`src/rtl/xram_arbiter_if.sv`:
```
// XRAM arbiter bus bundle: accelerator-side request/ack signals, XRAM-side
// handshake and arbiter status. The arbiter uses the slave view, the environment the master view.
interface xram_arbiter_if #(
    parameter int unsigned NUM_MASTERS = 2,
    parameter int unsigned ADDR_W      = 16,
    parameter int unsigned DATA_W      = 8
);
    // accelerator side, master i packed at [i*W +: W]
    logic [NUM_MASTERS-1:0]        m_stb;
    logic [NUM_MASTERS-1:0]        m_wr;
    logic [NUM_MASTERS*ADDR_W-1:0] m_addr;
    logic [NUM_MASTERS*DATA_W-1:0] m_wdata;
    logic [NUM_MASTERS-1:0]        m_ack;
    logic [NUM_MASTERS-1:0]        m_err;
    logic [DATA_W-1:0]             m_rdata;

    // XRAM side
    logic                          s_stb;
    logic                          s_wr;
    logic [ADDR_W-1:0]             s_addr;
    logic [DATA_W-1:0]             s_wdata;
    logic [DATA_W-1:0]             s_rdata;
    logic                          s_ack;

    // status
    logic                          busy;
    logic [2:0]                    grant_id;

    modport slave (
        input  m_stb, m_wr, m_addr, m_wdata, s_rdata, s_ack,
        output m_ack, m_err, m_rdata, s_stb, s_wr, s_addr, s_wdata, busy, grant_id
    );

    modport master (
        output m_stb, m_wr, m_addr, m_wdata, s_rdata, s_ack,
        input  m_ack, m_err, m_rdata, s_stb, s_wr, s_addr, s_wdata, busy, grant_id
    );
endinterface

```
`src/rtl/xram_arbiter.sv`:
```
// Round-robin arbiter sharing one XRAM between NUM_MASTERS accelerators, one
// outstanding transaction at a time, with a per-transaction ack timeout.
module xram_arbiter #(
    parameter int unsigned NUM_MASTERS = 2,
    parameter int unsigned ADDR_W      = 16,
    parameter int unsigned DATA_W      = 8,
    parameter int unsigned TIMEOUT     = 255
) (
    input  logic          clk,
    input  logic          rst,
    xram_arbiter_if.slave bus
);
    localparam int unsigned      GID_W    = 3;
    localparam int unsigned      CNT_W    = (TIMEOUT < 2) ? 1 : $clog2(TIMEOUT);
    localparam logic [CNT_W-1:0] CNT_LAST = CNT_W'((TIMEOUT == 0) ? 0 : TIMEOUT - 1);
    localparam logic [GID_W-1:0] GID_LAST = GID_W'(NUM_MASTERS - 1);

    typedef enum logic [1:0] {
        ST_IDLE = 2'd0,
        ST_REQ  = 2'd1,
        ST_DONE = 2'd2
    } state_e;

    state_e                 state_q,   state_d;
    logic [GID_W-1:0]       rr_q,      rr_d;
    logic [NUM_MASTERS-1:0] mask_q,    mask_d;
    logic [CNT_W-1:0]       cnt_q,     cnt_d;
    logic [GID_W-1:0]       gid_q,     gid_d;
    logic                   s_stb_q,   s_stb_d;
    logic                   s_wr_q,    s_wr_d;
    logic [ADDR_W-1:0]      s_addr_q,  s_addr_d;
    logic [DATA_W-1:0]      s_wdata_q, s_wdata_d;
    logic [DATA_W-1:0]      m_rdata_q, m_rdata_d;
    logic [NUM_MASTERS-1:0] m_ack_q,   m_ack_d;
    logic [NUM_MASTERS-1:0] m_err_q,   m_err_d;
    logic                   busy_q,    busy_d;

    logic [NUM_MASTERS-1:0] cand_c;
    logic                   found_c;
    logic [GID_W-1:0]       pick_c;
    logic                   pick_wr_c;
    logic [ADDR_W-1:0]      pick_addr_c;
    logic [DATA_W-1:0]      pick_wdata_c;
    logic [NUM_MASTERS-1:0] gid_oh_c;

    // One-hot decode of the granted master, used for ack/err and the stale-stb mask
    always_comb begin
        gid_oh_c = '0;
        for (int unsigned k = 0; k < NUM_MASTERS; k++) begin
            gid_oh_c[k] = (GID_W'(k) == gid_q);
        end
    end

    // First unmasked requester scanning upward from the round-robin pointer
    always_comb begin
        int unsigned j;
        j            = 0;
        cand_c       = bus.m_stb & ~mask_q;
        found_c      = 1'b0;
        pick_c       = '0;
        pick_wr_c    = 1'b0;
        pick_addr_c  = '0;
        pick_wdata_c = '0;
        for (int unsigned i = 0; i < NUM_MASTERS; i++) begin
            j = 32'(rr_q) + i;
            if (j >= NUM_MASTERS) begin
                j = j - NUM_MASTERS;
            end
            for (int unsigned k = 0; k < NUM_MASTERS; k++) begin
                if (!found_c && (k == j) && cand_c[k]) begin
                    found_c      = 1'b1;
                    pick_c       = GID_W'(k);
                    pick_wr_c    = bus.m_wr[k];
                    pick_addr_c  = bus.m_addr[k*ADDR_W +: ADDR_W];
                    pick_wdata_c = bus.m_wdata[k*DATA_W +: DATA_W];
                end
            end
        end
    end

    // Next-state and registered-output logic
    always_comb begin
        state_d   = state_q;
        rr_d      = rr_q;
        mask_d    = mask_q;
        cnt_d     = cnt_q;
        gid_d     = gid_q;
        s_stb_d   = s_stb_q;
        s_wr_d    = s_wr_q;
        s_addr_d  = s_addr_q;
        s_wdata_d = s_wdata_q;
        m_rdata_d = m_rdata_q;
        m_ack_d   = '0;
        m_err_d   = '0;

        unique case (state_q)
            ST_IDLE: begin
                mask_d = '0;
                if (found_c) begin
                    s_stb_d   = 1'b1;
                    s_wr_d    = pick_wr_c;
                    s_addr_d  = pick_addr_c;
                    s_wdata_d = pick_wdata_c;
                    gid_d     = pick_c;
                    cnt_d     = '0;
                    state_d   = ST_REQ;
                end
            end
            ST_REQ: begin
                cnt_d = cnt_q + CNT_W'(1);
                if (bus.s_ack) begin
                    if (!s_wr_q) begin
                        m_rdata_d = bus.s_rdata;
                    end
                    m_ack_d = gid_oh_c;
                    s_stb_d = 1'b0;
                    state_d = ST_DONE;
                end else if ((TIMEOUT != 0) && (cnt_q == CNT_LAST)) begin
                    m_ack_d = gid_oh_c;
                    m_err_d = gid_oh_c;
                    s_stb_d = 1'b0;
                    state_d = ST_DONE;
                end
            end
            ST_DONE: begin
                rr_d    = (gid_q == GID_LAST) ? '0 : gid_q + GID_W'(1);
                mask_d  = gid_oh_c;
                state_d = ST_IDLE;
            end
            default: begin
                s_stb_d = 1'b0;
                state_d = ST_IDLE;
            end
        endcase

        busy_d = (state_d != ST_IDLE);
    end

    always_ff @(posedge clk or negedge rst) begin
        if (!rst) begin
            state_q   <= ST_IDLE;
            rr_q      <= '0;
            mask_q    <= '0;
            cnt_q     <= '0;
            gid_q     <= '0;
            s_stb_q   <= 1'b0;
            s_wr_q    <= 1'b0;
            s_addr_q  <= '0;
            s_wdata_q <= '0;
            m_rdata_q <= '0;
            m_ack_q   <= '0;
            m_err_q   <= '0;
            busy_q    <= 1'b0;
        end else begin
            state_q   <= state_d;
            rr_q      <= rr_d;
            mask_q    <= mask_d;
            cnt_q     <= cnt_d;
            gid_q     <= gid_d;
            s_stb_q   <= s_stb_d;
            s_wr_q    <= s_wr_d;
            s_addr_q  <= s_addr_d;
            s_wdata_q <= s_wdata_d;
            m_rdata_q <= m_rdata_d;
            m_ack_q   <= m_ack_d;
            m_err_q   <= m_err_d;
            busy_q    <= busy_d;
        end
    end

    assign bus.s_stb    = s_stb_q;
    assign bus.s_wr     = s_wr_q;
    assign bus.s_addr   = s_addr_q;
    assign bus.s_wdata  = s_wdata_q;
    assign bus.m_rdata  = m_rdata_q;
    assign bus.m_ack    = m_ack_q;
    assign bus.m_err    = m_err_q;
    assign bus.busy     = busy_q;
    assign bus.grant_id = gid_q;
endmodule

```
`src/flat_wrapper.sv`:
```
// flat-port wrapper written by rule: the top's interface ports become plain ports
module xram_arbiter_flat 
#(
    parameter int unsigned NUM_MASTERS = 2,
    parameter int unsigned ADDR_W      = 16,
    parameter int unsigned DATA_W      = 8,
    parameter int unsigned TIMEOUT     = 255
)
  (clk, rst, bus_m_stb, bus_m_wr, bus_m_addr, bus_m_wdata, bus_s_rdata, bus_s_ack, bus_m_ack, bus_m_err, bus_m_rdata, bus_s_stb, bus_s_wr, bus_s_addr, bus_s_wdata, bus_busy, bus_grant_id);
  xram_arbiter_if #(.NUM_MASTERS(NUM_MASTERS), .ADDR_W(ADDR_W), .DATA_W(DATA_W)) bus_i ();
  input  logic clk;
  input  logic rst;
  input wire logic [$bits(bus_i.m_stb)-1:0] bus_m_stb;
  input wire logic [$bits(bus_i.m_wr)-1:0] bus_m_wr;
  input wire logic [$bits(bus_i.m_addr)-1:0] bus_m_addr;
  input wire logic [$bits(bus_i.m_wdata)-1:0] bus_m_wdata;
  input wire logic [$bits(bus_i.s_rdata)-1:0] bus_s_rdata;
  input wire logic [$bits(bus_i.s_ack)-1:0] bus_s_ack;
  output wire logic [$bits(bus_i.m_ack)-1:0] bus_m_ack;
  output wire logic [$bits(bus_i.m_err)-1:0] bus_m_err;
  output wire logic [$bits(bus_i.m_rdata)-1:0] bus_m_rdata;
  output wire logic [$bits(bus_i.s_stb)-1:0] bus_s_stb;
  output wire logic [$bits(bus_i.s_wr)-1:0] bus_s_wr;
  output wire logic [$bits(bus_i.s_addr)-1:0] bus_s_addr;
  output wire logic [$bits(bus_i.s_wdata)-1:0] bus_s_wdata;
  output wire logic [$bits(bus_i.busy)-1:0] bus_busy;
  output wire logic [$bits(bus_i.grant_id)-1:0] bus_grant_id;
  assign bus_i.m_stb = bus_m_stb;
  assign bus_i.m_wr = bus_m_wr;
  assign bus_i.m_addr = bus_m_addr;
  assign bus_i.m_wdata = bus_m_wdata;
  assign bus_i.s_rdata = bus_s_rdata;
  assign bus_i.s_ack = bus_s_ack;
  assign bus_m_ack = bus_i.m_ack;
  assign bus_m_err = bus_i.m_err;
  assign bus_m_rdata = bus_i.m_rdata;
  assign bus_s_stb = bus_i.s_stb;
  assign bus_s_wr = bus_i.s_wr;
  assign bus_s_addr = bus_i.s_addr;
  assign bus_s_wdata = bus_i.s_wdata;
  assign bus_busy = bus_i.busy;
  assign bus_grant_id = bus_i.grant_id;
  xram_arbiter #(.NUM_MASTERS(NUM_MASTERS), .ADDR_W(ADDR_W), .DATA_W(DATA_W), .TIMEOUT(TIMEOUT)) u_core (.clk(clk), .rst(rst), .bus(bus_i));
endmodule
```
`config.mk`:
```
export PLATFORM = sky130hd
export DESIGN_NAME = xram_arbiter_flat
export DESIGN_NICKNAME = d
export VERILOG_FILES = /design/src/rtl/xram_arbiter_if.sv /design/src/rtl/xram_arbiter.sv /design/src/flat_wrapper.sv
export SDC_FILE = /design/constraint.sdc
export NUM_CORES = 1
export LEC_CHECK = 0
export CAP_MARGIN = 20
export CORE_MARGIN = 4
export CORE_UTILIZATION = 26
export DETAILED_ROUTE_END_ITERATION = 6
export PLACE_DENSITY_LB_ADDON = 0.05
export SETUP_SLACK_MARGIN = 0.3
export SLEW_MARGIN = 5
export SYNTH_ARGS = -nofsm -noshare
export SYNTH_HDL_FRONTEND = slang
export SYNTH_SLANG_ARGS = --single-unit
export TNS_END_PERCENT = 5
```
`constraint.sdc`:
```
create_clock -name clk -period 1.8 [get_ports clk]
set_input_delay 0.18 -clock clk [delete_from_list [all_inputs] [get_ports clk]]
set_output_delay 0.18 -clock clk [all_outputs]
set_load 0.02 [all_outputs]
```
==> qor.tcl <==
set qor(status) {completed}
set qor(dpl-instance-area_um2) 3500
set qor(grt_pass1_wl_mm) 9.63
set qor(cp-start-kind) {flop}
set qor(fin_tns_setup_ps) 0
set qor(worst_clock_skew_ps) 5.01
set qor(postCtsSetupRepairBufs) 0
set qor(fmax_ghz) 0.674
set qor(grtUsageTotal_pct) 11.8
set qor(grt_antenna_before_repair) 0
set qor(multiInputGateArea_um2) 897
set qor(rows) 33
set qor(clock_sink_count) 53
set qor(cts.path.max_buffers) 2
set qor(areaGrowthSynthToFinish_pct) 59.8
set qor(timing.critical_path.to_type) {flop}
set qor(cp.required_ps) 2000
set qor(synth.avg_cell_area_um2) 10.6
set qor(leakage_nw) 1.55
set qor(drt-initial-drc-count) 66
set qor(mappedNetlistArea_um2) 2290
set qor(finalCritPeriodShare_pct) 82.4
set qor(max-vdd-ir-drop_mv) 0.599
set qor(grt.overflow.total) 0
set qor(numCtsBuffers) 5
set qor(die_width_um) 102
set qor(nets) 388
set qor(power.density_nw_per_um2) 1480
set qor(ys_ff_latch) 53
set qor(postRouteAntennaNets) 0
set qor(clk_latency_ps) 300
set qor(finalSetupViolations) 0
set qor(synth.yosys.seq_area_share_pct) 57.9
set qor(fin_worst_hold_slack_ps) 401
set qor(final_area_um2) 3660
set qor(count_of_distinct_cell_types_in_the_synthesized_netlist) 30
set qor(critical_path.max_fanout) 8
set qor(report.final.hold_viol_count) 0
set qor(htree_levels) 2
set qor(routed_via_count) 1923
set qor(p_total_mw) 5.43
set qor(final.fill_count) 804
set qor(grt_max_degree) 54
set qor(synth-warning-count) 0
set qor(rsz0062_at_grt) {yes}
set qor(drv_cap) 0
set qor(hpwlAfterDp_mm) 4.54
set qor(drt_pass1_iterations) 4
set qor(finish.utilization_pct) 43.7
set qor(finalWorstPathRequiredPeriod_ps) 1480
set qor(top_level_ports) 105
set qor(antenna_cells) 0
set qor(layout-drive-gt1-share_pct) 10.2
set qor(routabilityCongestion) 0.749
set qor(ff_latch_area_um2) 1330
set qor(type_of_the_worst_min_delay_path) {in -> async}
set qor(wirelength_mm) 6.32
set qor(die_area_um2) 10400
set qor(worstPathArrival_ps) 1680
set qor(ctsRootBufferMaster) {clkbuf_8}
set qor(dr_drc_count) 0
set qor(die_height_um) 102
set qor(critPathKind) {reg -> reg}
set qor(start_util_pct) 27.3
set qor(cts_tree) {done}
set qor(routedWlPerCell_um) 14.7
set qor(synthesis.instances) 216
set qor(portBuffers) 102
set qor(design.core.area_um2) 8380
set qor(post_drt_via_cell_ratio) 4.48
set qor(clkSlewWorstSetupHoldPaths_ps) 100
set qor(drv_slew) 0
set qor(grt_pass1_vias) 1882
[synthesized netlist by cell type, drive strengths merged]
| library cell | count | area, µm² |
|---|---|---|
| buf | 8 | 50.1 |
| nor2 | 8 | 30.0 |
| o21a | 2 | 15.0 |
| nor3b | 1 | 18.8 |
| a31oi | 2 | 12.5 |
| a22oi | 26 | 195 |
| o31ai | 4 | 30.0 |
| ha | 2 | 25.0 |
| mux2 | 9 | 101 |
| and3 | 2 | 12.5 |
| and2 | 2 | 12.5 |
| nand2 | 31 | 116 |
| conb | 1 | 3.75 |
| xor2 | 1 | 8.76 |
| clkbuf | 5 | 18.8 |
| and2b | 1 | 7.51 |
| nand2b | 3 | 18.8 |
| nand3b | 1 | 7.51 |
| inv | 5 | 18.8 |
| o21ai | 36 | 184 |
| dfrtp | 53 | 1330 |
| a21o | 2 | 15.0 |
| nand4 | 2 | 12.5 |
| nand3 | 5 | 25.0 |
| a21oi | 2 | 13.8 |
| nor2b | 2 | 12.5 |
[report_power, final]
group	switching, mW	internal (mW)
Sequential	0.291	1.63
Clock	0.397	0.417
Combinational	1.37	1.32
Total	2.06	3.37
[registers in the layout, indices dropped and copies added (netlist names), 2 cells and up]
name / flops
u_core.bus.m_ack: 2
u_core.bus.s_wdata: 8
u_core.bus.m_rdata: 8
u_core.bus.s_addr: 16
u_core.cnt_q: 8
u_core.mask_q: 2
u_core.bus.m_err: 2
u_core.state_q: 2
[kinds of logic (layout without fill, tap and decap cells)]
kind of cell / Yosys count / in the layout / synth area share [%]
AO/OA/AOI/OAI: 74 / 74 / 20.3
AND/OR/NAND/NOR: 58 / 58 / 12.0
flip-flops: 53 / 53 / 57.9
buffers and inverters: 18 / 125 / 3.82
multiplexers: 9 / 9 / 4.42
adder cells (fa/ha/maj): 2 / 2 / 1.09
other: 1 / 2 / 0.164
XOR/XNOR: 1 / 1 / 0.382
[layer usage]
metal,up-vias,global-route usage [%],part of all wire [%]
li1,980,-,-
met1,871,15.5,42
met2,67,18.6,47
met3,5,4.57,9.5
met4,0,2.72,0.70
met5,-,0,0
[per-stage QoR]
stage | std cells | setup WS, ps
after global placement | 419 | 188
after CTS | 428 | 216
after floorplan | 217 | 292
after detailed placement | 419 | 143
final | 429 | 317
after global routing | 429 | 253
[area by class of cell]
| cell class | instances | area share (%) |
|---|---|---|
| clock inverter | 3 | 1.26 |
| multi-input combinational | 146 | 24.5 |
| clock buffer | 5 | 1.88 |
| timing repair buffer | 112 | 32.1 |
| inverter | 5 | 0.512 |
| sequential | 53 | 36.2 |
| tap | 105 | 3.59 |
[timing repair]
action,CTS,global route
cloned,0,1
endpoints found under the hold margin,53,0
setup endpoints to repair,5,56
gates resized for setup,1,4
hold buffers,1,0
[final timing paths]
path                                   start               endpoint  slack [ps]  cells past startpoint
setup reg to reg           u_core.state_q[1]  u_core.bus.m_rdata[0]         320                      4
max in group asynchronous                rst        u_core.bus.s_wr        1160                      3
setup / recovery           u_core.state_q[1]  u_core.bus.m_rdata[0]         320                      4
hold reg to reg              u_core.cnt_q[7]        u_core.cnt_q[7]         490                      1
min in group clk              bus_s_rdata[7]  u_core.bus.m_rdata[7]         480                      2
hold / removal                           rst        u_core.cnt_q[4]         400                      3
[critical path: stages, from the launching register on]
cell	delay, ps
dfrtp_1	450
nand2b_1	220
nor3b_4	230
buf_12	150
mux2_2	330
[cell usage in the layout (no fill, tap or decap), types with 2 or more instances in the layout]
master,count
a22oi_1,25
nand2b_1,3
a31oi_1,2
clkbuf_8,5
nor2b_1,2
mux2_2,9
dfrtp_1,53
ha_1,2
o21ai_1,3
nand3_1,5
and3_1,2
a21o_1,2
clkdlybuf4s50_1,99
inv_1,5
o21ai_0,32
nand4_1,2
nor2_1,8
buf_12,5
and2_1,2
buf_4,3
conb_1,2
o31ai_1,4
nand2_1,31
(Power assumes the default switching activity.)
